File: src/rtl/idma_desc_queue_pkg.sv
// Shared definitions for the iDMA descriptor queue frontend: register map,
// bit indices and the descriptor payload carried through the queue.
package idma_desc_queue_pkg;

  localparam int unsigned RegWidth  = 64;
  localparam int unsigned OffWidth  = 7;
  localparam int unsigned FieldMax  = 64;

  localparam logic [OffWidth-1:0] OffSrc      = 7'h00;
  localparam logic [OffWidth-1:0] OffDst      = 7'h08;
  localparam logic [OffWidth-1:0] OffNumBytes = 7'h10;
  localparam logic [OffWidth-1:0] OffConf     = 7'h18;
  localparam logic [OffWidth-1:0] OffStatus   = 7'h20;
  localparam logic [OffWidth-1:0] OffSubmit   = 7'h28;
  localparam logic [OffWidth-1:0] OffDoneId   = 7'h30;
  localparam logic [OffWidth-1:0] OffIp       = 7'h38;
  localparam logic [OffWidth-1:0] OffIe       = 7'h40;

  localparam int unsigned ConfDecoupleBit = 0;
  localparam int unsigned ConfDeburstBit  = 1;
  localparam int unsigned IpDoneBit       = 0;
  localparam int unsigned IpErrBit        = 1;

  // Fields held at full register width; the frontend truncates on the way out.
  typedef struct packed {
    logic [FieldMax-1:0] src;
    logic [FieldMax-1:0] dst;
    logic [FieldMax-1:0] len;
    logic [FieldMax-1:0] id;
    logic                decouple;
    logic                deburst;
  } desc_t;

endpackage

File: src/rtl/idma_desc_fifo.sv
// Power-of-two circular FIFO for descriptors; push ignored when full,
// pop ignored when empty, both allowed in the same cycle.
module idma_desc_fifo #(
  parameter int unsigned Depth = 4,
  parameter type         T     = logic
) (
  input  logic                   clk_i,
  input  logic                   rst_i,
  input  logic                   push_i,
  input  T                       data_i,
  input  logic                   pop_i,
  output T                       data_o,
  output logic                   full_o,
  output logic                   empty_o,
  output logic [$clog2(Depth):0] count_o
);

  localparam int unsigned PtrWidth = $clog2(Depth);
  localparam int unsigned CntWidth = PtrWidth + 1;

  T                    mem_q [Depth];
  logic [PtrWidth-1:0] wptr_q, wptr_d, rptr_q, rptr_d;
  logic [CntWidth-1:0] count_q, count_d;
  logic                do_push, do_pop;

  assign full_o  = (count_q == CntWidth'(Depth));
  assign empty_o = (count_q == '0);
  assign count_o = count_q;
  assign data_o  = mem_q[rptr_q];
  assign do_push = push_i & ~full_o;
  assign do_pop  = pop_i & ~empty_o;

  always_comb begin
    wptr_d  = wptr_q;
    rptr_d  = rptr_q;
    count_d = count_q;
    if (do_push) wptr_d = wptr_q + PtrWidth'(1);
    if (do_pop)  rptr_d = rptr_q + PtrWidth'(1);
    case ({do_push, do_pop})
      2'b10:   count_d = count_q + CntWidth'(1);
      2'b01:   count_d = count_q - CntWidth'(1);
      default: count_d = count_q;
    endcase
  end

  always_ff @(posedge clk_i) begin
    if (rst_i) begin
      wptr_q  <= '0;
      rptr_q  <= '0;
      count_q <= '0;
    end else begin
      wptr_q  <= wptr_d;
      rptr_q  <= rptr_d;
      count_q <= count_d;
    end
  end

  // Storage needs no reset: nothing is visible until count is non-zero.
  always_ff @(posedge clk_i) begin
    if (do_push) mem_q[wptr_q] <= data_i;
  end

endmodule

File: src/rtl/idma_desc_queue_frontend.sv
// Register-programmed descriptor queue feeding an iDMA backend, with transfer
// ID allocation, completion tracking and a level interrupt.
module idma_desc_queue_frontend
  import idma_desc_queue_pkg::*;
#(
  parameter int unsigned AddrWidth  = 64,
  parameter int unsigned LenWidth   = 32,
  parameter int unsigned QueueDepth = 4,
  parameter int unsigned IdWidth    = 32,
  parameter logic [3:0]  DeviceId   = 4'd1
) (
  input  logic                 clk_i,
  input  logic                 rst_i,
  input  logic                 reg_valid_i,
  input  logic                 reg_write_i,
  input  logic [OffWidth-1:0]  reg_addr_i,
  input  logic [RegWidth-1:0]  reg_wdata_i,
  output logic [RegWidth-1:0]  reg_rdata_o,
  output logic                 reg_error_o,
  output logic [AddrWidth-1:0] src_addr_o,
  output logic [AddrWidth-1:0] dst_addr_o,
  output logic [LenWidth-1:0]  length_o,
  output logic                 decouple_o,
  output logic                 deburst_o,
  output logic [3:0]           axi_id_o,
  output logic                 valid_o,
  input  logic                 ready_i,
  input  logic                 trans_complete_i,
  output logic                 irq_o
);

  localparam int unsigned CntWidth = $clog2(QueueDepth) + 1;

  logic [AddrWidth-1:0] src_q, src_d, dst_q, dst_d;
  logic [LenWidth-1:0]  len_q, len_d;
  logic [1:0]           conf_q, conf_d, ie_q, ie_d, ip_q, ip_d, ip_set, ip_clr;
  logic [IdWidth-1:0]   next_id_q, next_id_d, done_id_q, done_id_d, outst_q, outst_d;

  logic                 acc, rd, wr, push, pop, tc_ok, tc_bad, busy, dec_err;
  logic [RegWidth-1:0]  rdata_mux;
  logic                 fifo_full, fifo_empty;
  logic [CntWidth-1:0]  fifo_count;
  desc_t                push_desc, head;
  logic                 unused_c;

  // IDs skip zero so that 0 can mean "nothing accepted".
  function automatic logic [IdWidth-1:0] id_inc(input logic [IdWidth-1:0] v);
    return (v == '1) ? IdWidth'(1) : v + IdWidth'(1);
  endfunction

  assign acc  = reg_valid_i & ~rst_i;
  assign rd   = acc & ~reg_write_i;
  assign wr   = acc & reg_write_i;
  assign push = rd & (reg_addr_i == OffSubmit) & (len_q != '0) & ~fifo_full;
  assign pop  = valid_o & ready_i;
  // A completion is legal if something is outstanding or retiring this cycle.
  assign tc_ok  = trans_complete_i & ((outst_q != '0) | pop);
  assign tc_bad = trans_complete_i & ~tc_ok;
  assign busy   = ~fifo_empty | (outst_q != '0);

  always_comb begin
    push_desc          = '0;
    push_desc.src      = FieldMax'(src_q);
    push_desc.dst      = FieldMax'(dst_q);
    push_desc.len      = FieldMax'(len_q);
    push_desc.id       = FieldMax'(next_id_q);
    push_desc.decouple = conf_q[ConfDecoupleBit];
    push_desc.deburst  = conf_q[ConfDeburstBit];
  end

  idma_desc_fifo #(
    .Depth (QueueDepth),
    .T     (desc_t)
  ) i_fifo (
    .clk_i   (clk_i),
    .rst_i   (rst_i),
    .push_i  (push),
    .data_i  (push_desc),
    .pop_i   (pop),
    .data_o  (head),
    .full_o  (fifo_full),
    .empty_o (fifo_empty),
    .count_o (fifo_count)
  );

  always_comb begin
    rdata_mux = '0;
    dec_err   = 1'b0;
    case (reg_addr_i)
      OffSrc:      rdata_mux = RegWidth'(src_q);
      OffDst:      rdata_mux = RegWidth'(dst_q);
      OffNumBytes: rdata_mux = RegWidth'(len_q);
      OffConf:     rdata_mux = RegWidth'(conf_q);
      OffStatus:   rdata_mux = RegWidth'({fifo_full, 8'(fifo_count), 7'b0, busy});
      OffSubmit:   rdata_mux = push ? RegWidth'(next_id_q) : '0;
      OffDoneId:   rdata_mux = RegWidth'(done_id_q);
      OffIp:       rdata_mux = RegWidth'(ip_q);
      OffIe:       rdata_mux = RegWidth'(ie_q);
      default:     dec_err   = 1'b1;
    endcase
  end

  assign reg_rdata_o = (rd & ~dec_err) ? rdata_mux : '0;
  assign reg_error_o = acc & dec_err;

  always_comb begin
    src_d  = src_q;
    dst_d  = dst_q;
    len_d  = len_q;
    conf_d = conf_q;
    ie_d   = ie_q;
    ip_clr = '0;
    if (wr) begin
      case (reg_addr_i)
        OffSrc:      src_d  = reg_wdata_i[AddrWidth-1:0];
        OffDst:      dst_d  = reg_wdata_i[AddrWidth-1:0];
        OffNumBytes: len_d  = reg_wdata_i[LenWidth-1:0];
        OffConf:     conf_d = reg_wdata_i[1:0];
        OffIp:       ip_clr = reg_wdata_i[1:0];
        OffIe:       ie_d   = reg_wdata_i[1:0];
        default:     ;
      endcase
    end
    ip_set            = '0;
    ip_set[IpDoneBit] = tc_ok;
    ip_set[IpErrBit]  = tc_bad;
    ip_d      = (ip_q & ~ip_clr) | ip_set;
    next_id_d = push ? id_inc(next_id_q) : next_id_q;
    done_id_d = tc_ok ? id_inc(done_id_q) : done_id_q;
    case ({pop, tc_ok})
      2'b10:   outst_d = outst_q + IdWidth'(1);
      2'b01:   outst_d = outst_q - IdWidth'(1);
      default: outst_d = outst_q;
    endcase
  end

  always_ff @(posedge clk_i) begin
    if (rst_i) begin
      src_q     <= '0;
      dst_q     <= '0;
      len_q     <= '0;
      conf_q    <= '0;
      ie_q      <= '0;
      ip_q      <= '0;
      outst_q   <= '0;
      next_id_q <= IdWidth'(1);
      done_id_q <= '0;
    end else begin
      src_q     <= src_d;
      dst_q     <= dst_d;
      len_q     <= len_d;
      conf_q    <= conf_d;
      ie_q      <= ie_d;
      ip_q      <= ip_d;
      outst_q   <= outst_d;
      next_id_q <= next_id_d;
      done_id_q <= done_id_d;
    end
  end

  // Backend data is forced to zero whenever no descriptor is presented.
  assign valid_o    = ~fifo_empty & ~rst_i;
  assign src_addr_o = valid_o ? AddrWidth'(head.src) : '0;
  assign dst_addr_o = valid_o ? AddrWidth'(head.dst) : '0;
  assign length_o   = valid_o ? LenWidth'(head.len) : '0;
  assign decouple_o = valid_o & head.decouple;
  assign deburst_o  = valid_o & head.deburst;
  assign axi_id_o   = DeviceId;
  assign irq_o      = |(ip_q & ie_q);
  assign unused_c   = ^head;

endmodule

File: config.mk
export PLATFORM = sky130hd
export DESIGN_NAME = idma_desc_queue_frontend
export DESIGN_NICKNAME = d
export VERILOG_FILES = /design/src/rtl/idma_desc_queue_pkg.sv /design/src/rtl/idma_desc_fifo.sv /design/src/rtl/idma_desc_queue_frontend.sv
export SDC_FILE = /design/constraint.sdc
export NUM_CORES = 1
export LEC_CHECK = 0
export ABC_AREA = 1
export BUFFER_PORTS_ARGS = -buffer_cell sky130_fd_sc_hd__buf_4
export CAP_MARGIN = 10
export CORE_ASPECT_RATIO = 1.5
export CORE_UTILIZATION = 50
export DETAILED_ROUTE_END_ITERATION = 8
export GPL_TIMING_DRIVEN = 0
export HOLD_SLACK_MARGIN = 0.03
export PLACE_DENSITY_LB_ADDON = 0.05
export SLEW_MARGIN = 15
export SYNTH_ARGS = -nofsm -noshare
export SYNTH_HDL_FRONTEND = slang
export SYNTH_SLANG_ARGS = --single-unit
File: constraint.sdc
create_clock -name clk_i -period 25.9 [get_ports clk_i]
set_input_delay 3.885 -clock clk_i [delete_from_list [all_inputs] [get_ports clk_i]]
set_output_delay 3.885 -clock clk_i [all_outputs]
set_load 0.1 [all_outputs]
======== Yosys cells after proc, flatten, opt, wreduce, memory -nomap -nowiden ========
Memory sizes are Yosys's and may differ from the RTL's. A register that Yosys moved wholly into a read port is not among the register bits.
Cells that the tools add are included.
Widths: inputs -> output; s select.
cells by class
  $add $sub $neg .......................... 8
  multipliers ............................. 0
  div/mod/pow operators ................... 0
  order comparisons ....................... 0
  equal/unequal tests ..................... 15
  shift-type cells ........................ 0
  multiplexer cells ....................... 17
  bitwise logic cells ..................... 27
  reduce and logical (&&, ||, !) cells .... 13
operator list
  kind                   number
  $pmux 64 s9            1
  $mux 64                3
  $mux 32                4
  $add 32x1->32 const B  3
  $eq 32x32->1 const B   2
  $pmux 32 s2            1
  $reduce_bool 32->1     2
  $sub 32x1->32 const B  1
  $eq 7x6->1 const B     4
  $and 1x1->1            16
  $eq 7x5->1 const B     2
  $reduce_and 2->1       5
  $reduce_or 9->1        1
  $mux 2                 4
  $eq 7x4->1 const B     1
  $eq 7x7->1 const B     1
  $logic_not 7->1        1
  $pmux 3 s2             1
  $not 1->1              5
  $add 2x1->2 const B    2
  $and 2x2->2            2
  $eq 2x1->1 const B     2
  $eq 2x2->1 const B     2
  $reduce_bool 2->1      2
  9 further kinds        12
word-level totals
  flip-flop bits (word level) ............. 269
  bits in latches ......................... 0
  memory bits (writable) .................. 776
  bits in read-only memories .............. 0
  bits of input ports ..................... 77
  output and inout port bits .............. 233
  logic and storage cells ................. 93
  memories kept ........................... 1
memories
  name          depth  bits a word  read ports  clocked after Yosys merged registers in  wr ports  line                  text
  i_fifo.mem_q  4      194          1           1                                        1         idma_desc_fifo.sv:21  T mem_q [Depth];

======== Longest topological paths before layout ========
  depth after elaboration ................. 9
  gate-level depth with buffers ........... 23

======== By module ========
Synthesis repeated with hierarchy kept, for this count alone.
unflattened totals
  cell total of the unflattened synthesis .. 5,471
  area total of the unflattened synthesis .. 55,545.8 sq um
by module, submodules not included
  module                    instances  cells each  area an instance (sq um)
  idma_desc_fifo            1          2,565       38,386.8
  idma_desc_queue_frontend  1          2,906       17,159.0

======== Worst setup path after synthesis ========
No wires, ideal clock.
  path kind ............................... input port to flip-flop
  start ................................... in rst_i
  end ..................................... mem i_fifo.mem_q[0][0] (netlist bit) (enable)
  library setup time ...................... 686 ps
  arrival ................................. 11,369 ps
  path slack .............................. 13,845 ps
  cell stages on the path ................. 6
  path buffers ............................ 1
  cell sequence ........................... buf_2 inv_2 nand3_1 nor4_2 nand2_2 nor2_1
between the ends
  cells in the longest elaborated chain, start to end .. 9
ends and longest elaborated chain
  what                          line                            text
  start, declared               idma_desc_queue_frontend.sv:13  input logic rst_i,
  $not 1->1                     idma_desc_queue_frontend.sv:51  assign acc = reg_valid_i & ~rst_i;
  $and 1x1->1                   idma_desc_queue_frontend.sv:51
  $and 1x1->1                   idma_desc_queue_frontend.sv:52  assign rd = acc & ~reg_write_i;
  $and 1x1->1 (3 in a row)      idma_desc_queue_frontend.sv:54  assign push = rd & (reg_addr_i == OffSubmit) & (len_q != '0) & ~fifo_full;
  $and 1x1->1                   idma_desc_fifo.sv:30            assign do_push = push_i & ~full_o;
  $mux 1                        idma_desc_fifo.sv:60            if (do_push) mem_q[wptr_q] <= data_i;
  $mux 1 (implied by the code)  idma_desc_fifo.sv:60
  end, declared                 idma_desc_fifo.sv:21
No other way between the ends.

======== Worst setup path after layout ========
  start ................................... in reg_addr_i[1]
  end ..................................... out reg_rdata_o[19]
between the ends
  cells in the longest elaborated chain, start to end .. 7
  elaborated cells between the ends (all ways) .. 17
  classes of those cells .................. eq/ne: 8; mux: 3; bitwise: 4; reduce/logical: 2
ends and longest elaborated chain
  what                      line                                                            text
  start, declared           idma_desc_queue_frontend.sv:16                                  input logic [OffWidth-1:0] reg_addr_i,
  $eq 7x6->1                idma_desc_queue_frontend.sv:54, idma_desc_queue_frontend.sv:89
  $and 1x1->1 (3 in a row)  idma_desc_queue_frontend.sv:54
  $mux 32                   idma_desc_queue_frontend.sv:95                                  OffSubmit: rdata_mux = push ? RegWidth'(next_id_q) : '0;
  $pmux 64 s9               idma_desc_queue_frontend.sv:89                                  case (reg_addr_i)
  $mux 64 (*)               idma_desc_queue_frontend.sv:103                                 assign reg_rdata_o = (rd & ~dec_err) ? rdata_mux : '0;
  end, declared             idma_desc_queue_frontend.sv:18                                  output logic [RegWidth-1:0] reg_rdata_o,
Mark *: on every way between the ends. The rest lies on a longest branch, timed or not.

==> run summary <==
part of the power in registers -> 51.7%
initial core utilization -> 50.68%
VDD IR max -> 57.82 uV
total global-route track usage -> 34.11%
FF+latch count, synth -> 919
initial DRC count -> 2,652
PostCTS Resize Cnt -> 0
Residual DRC -> 0
Max Fclk -> 94.83 MHz
post-synthesis compound-gate area fraction -> 13.94%
Max-Cap Viols -> 0
CP startpoint -> reg_addr_i[1]
sw power -> 663.2 uW
gpl congestion -> 1.022
worst slew pin tran -> 1.150 ns
Post-synth EDFFs -> 648
HPWL Detailed -> 105.9 mm
Hold/Removal Path Class -> reg2reg
Worst R2R Path Depth -> 22
R2R Path End -> outst_q[19]$_SDFFE_PP0P_
routed wire length -> 142.1 mm
CTS tree -> done
Final Hold Viols -> 0
P_int -> 2366 uW
vias in the first global route -> 31,520
Clock Latency Late Sink -> 0.66 ns
status -> completed
Synth async-reset ratio -> 0%
cts bufs inserted -> 87
Root Buffer -> clkbuf_16
IO buf count -> 304
crit path time final -> 10.55 ns
XOR/XNOR Fraction of Synth Area -> 0.9279%
Sink Count -> 919
top-area cell type share of the netlist area -> 47.94%
most common cell after layout, fill and taps aside -> nor2_1
Yosys cell types -> 50
leakage -> 0.01798 uW
clk buf depth -> 3
first-pass GRT wire length -> 205.2 mm
total number of vias -> 33,130
num rows -> 127
Comb pwr share -> 4.5%
postcts setup bufs -> 0
largest net degree at the start of global routing -> 33
main combinational cell family by area after synthesis -> simple AND/OR/NAND/NOR gates
routed len/inst -> 24.22 um
total grt overflow -> 0
Post-layout nets -> 4,876
max-slew violations -> 0
Pre-antenna DRT Iters -> 6
Area after DPL -> 44,930 um2
CTS H-tree lvls -> 3
share of cells above drive strength 1 -> 13.25%
clk slew on worst S/H paths -> 0.07 ns
Die Wd -> 234.6 um
RSZ-0062 raised after global routing -> false
WP data arrival -> 6.66 ns
final setup vio count -> 0
period utilization -> 40.72%
die height -> 351.0 um
RR Startpoint -> outst_q[13]$_SDFFE_PP0P_
simple-gate share of the synthesized area -> 17.23%
Slew HR -> 23.32%
routed vias/inst -> 5.649
Mapped Area -> 40,590 um2
CP Class -> in2out
CP endpoint kind -> output port
Synth area leaders -> edfxtp_1, dfxtp_1, nor2_1
Max FO, Critical Path -> 10
Layout area overhead -> 18.06%
reg2reg setup slack -> 21.35 ns
sequential area share after synthesis -> 61.31%
TNS Setup -> 0 ns
syn avg cell area -> 9.370 um2
Warnings, synthesis -> 0
Post-synth top flop -> edfxtp_1
clk_skew -> 0.03080 ns
post-layout instance area -> 47,920 um2
number of antenna violations at the first check in global routing -> 2
Post-Synth Adder-Cell Area -> 1.270%
CP required -> 22.01 ns
highest-count cells in the layout ignoring fill and taps -> nor2_1, edfxtp_1, nand2_1, o21ai_0, a21oi_1
core area -> 80,090 um2
dominant cell type by area after synthesis -> edfxtp_1
multiplexer area fraction after synthesis -> 0%
Switching Fraction -> 21.90%
CP Capture Point -> reg_rdata_o[19]
clock power share -> 43.8%
Post-Syn Instances -> 4,332
Ports -> 310
Pwr Density -> 63.20 nW/um2
Routed Antenna Nets -> 0
Startpoint Class -> input pin
Hold-fix buffers, CTS -> 0
die area -> 82,350 um2
## worst min path at each step
| stage | to | depth (start not counted) | start |
|---|---|---|---|
| final | i_fifo.mem_q[3][76]$_DFFE_PP_ | 0 | dst_q[10]$_SDFFE_PP0P_ |
| after detailed placement | flip-flop | 1 | i_fifo.rptr_q[1]$_SDFFE_PP0P_ |
| after global placement | i_fifo.rptr_q[1]$_SDFFE_PP0P_ | 1 | i_fifo.rptr_q[1]$_SDFFE_PP0P_ |
| after global routing | i_fifo.mem_q[0][76]$_DFFE_PP_ | 0 | dst_q[10]$_SDFFE_PP0P_ |
| after floorplan | flip-flop | 1 | i_fifo.rptr_q[1]$_SDFFE_PP0P_ |
| after CTS | i_fifo.mem_q[2][61]$_DFFE_PP_ | 0 | len_q[27]$_SDFFE_PP0P_ |
## state kept, by name (all words and copies together) (netlist names), named ones only
signal and count:
next_id_q 32, src_q 64, i_fifo.count_o 3, ip_q 2, dst_q 64, i_fifo.rptr_q 2
ie_q 2, len_q 32, outst_q 32, conf_q 2, done_id_q 32, i_fifo.mem_q 648
i_fifo.wptr_q 2
## cell usage after synthesis (all sizes together) (2+ instances only)
| cell type | n |
|---|---|
| a211oi | 9 |
| a21o | 4 |
| a21oi | 468 |
| a221oi | 6 |
| buf | 70 |
| clkbuf | 169 |
| conb | 2 |
| dfxtp | 271 |
| edfxtp | 648 |
| fa | 2 |
| ha | 38 |
| inv | 298 |
| nand2 | 535 |
| nand3 | 146 |
| nand3b | 7 |
| nand4 | 27 |
| nor2 | 978 |
| nor3 | 38 |
| nor4 | 2 |
| o21a | 8 |
| o21ai | 497 |
| o21bai | 7 |
| o22ai | 43 |
| o31ai | 2 |
| or2 | 7 |
| xnor2 | 11 |
| xor2 | 32 |
## per-layer routing
| layer | vias up | routed length, um | track usage (%) |
|---|---|---|---|
| met2 | 1351 | 72580 | 61.61 |
| li1 | 15570 | - | - |
| met4 | 2 | 7324 | 17.15 |
| met3 | 285 | 9564 | 4.567 |
| met5 | - | 12 | 0 |
| met1 | 15920 | 52580 | 39.81 |
## kinds of logic (layout without fill, tap and decap cells)
group           after synthesis  after routing
compound gates             1049           1049
xor+xnor                     43             43
fa+ha+maj                    40             40
buf+inv                     537           1034
flops                       919            919
other cells                   2              6
simple gates               1742           1742
## worst max-delay path: stages
cell	delay (ns)
buf_4	0.11
nor2_2	0.13
nand2_2	0.14
nor2_4	0.35
inv_2	0.16
clkbuf_1	0.34
o22ai_1	0.74
nor2_1	0.25
a21oi_2	0.22
buf_4	0.31
## stage by stage
| stage | std cells | power (uW) | setup WS (ns) | util, % | hold slack (ns) |
|---|---|---|---|---|---|
| global route | 5863 | 3104 | 15.31 | 59.83 | 0.4993 |
| detailed placement | 5702 | 1731 | 15.49 | 56.11 | 0.4802 |
| finish | 5865 | 3029 | 15.35 | 59.84 | 0.4759 |
| CTS | 5863 | 3037 | 15.48 | 59.83 | 0.4886 |
| global placement | 5670 | 1731 | 7.846 | 55.15 | 0.4681 |
| floorplan | 4334 | 1680 | 13.84 | - | 0.4567 |
## power groups by stage
stage	clock, uW	combinational, uW	sequential (uW)
6_report	1330	137	1560
5_1_grt	1390	150	1560
4_1_cts	1340	135	1560
3_5_place_dp	0	135	1600
3_3_place_gp	0	134	1600
2_1_floorplan	0	85.8	1590
## cell type report
class                      count  area, um2
clock buffer                 125       2609
inverter                     298       1121
clock inverter                36      374.1
tap                         1032       1291
multi-input combinational   2878      13590
sequential                   919      24880
timing repair buffer         336       3013
fill                        7091      32170
buffer                       239       1036
antenna                        2      5.005
No activity file was read; power rests on OpenSTA's default activity.
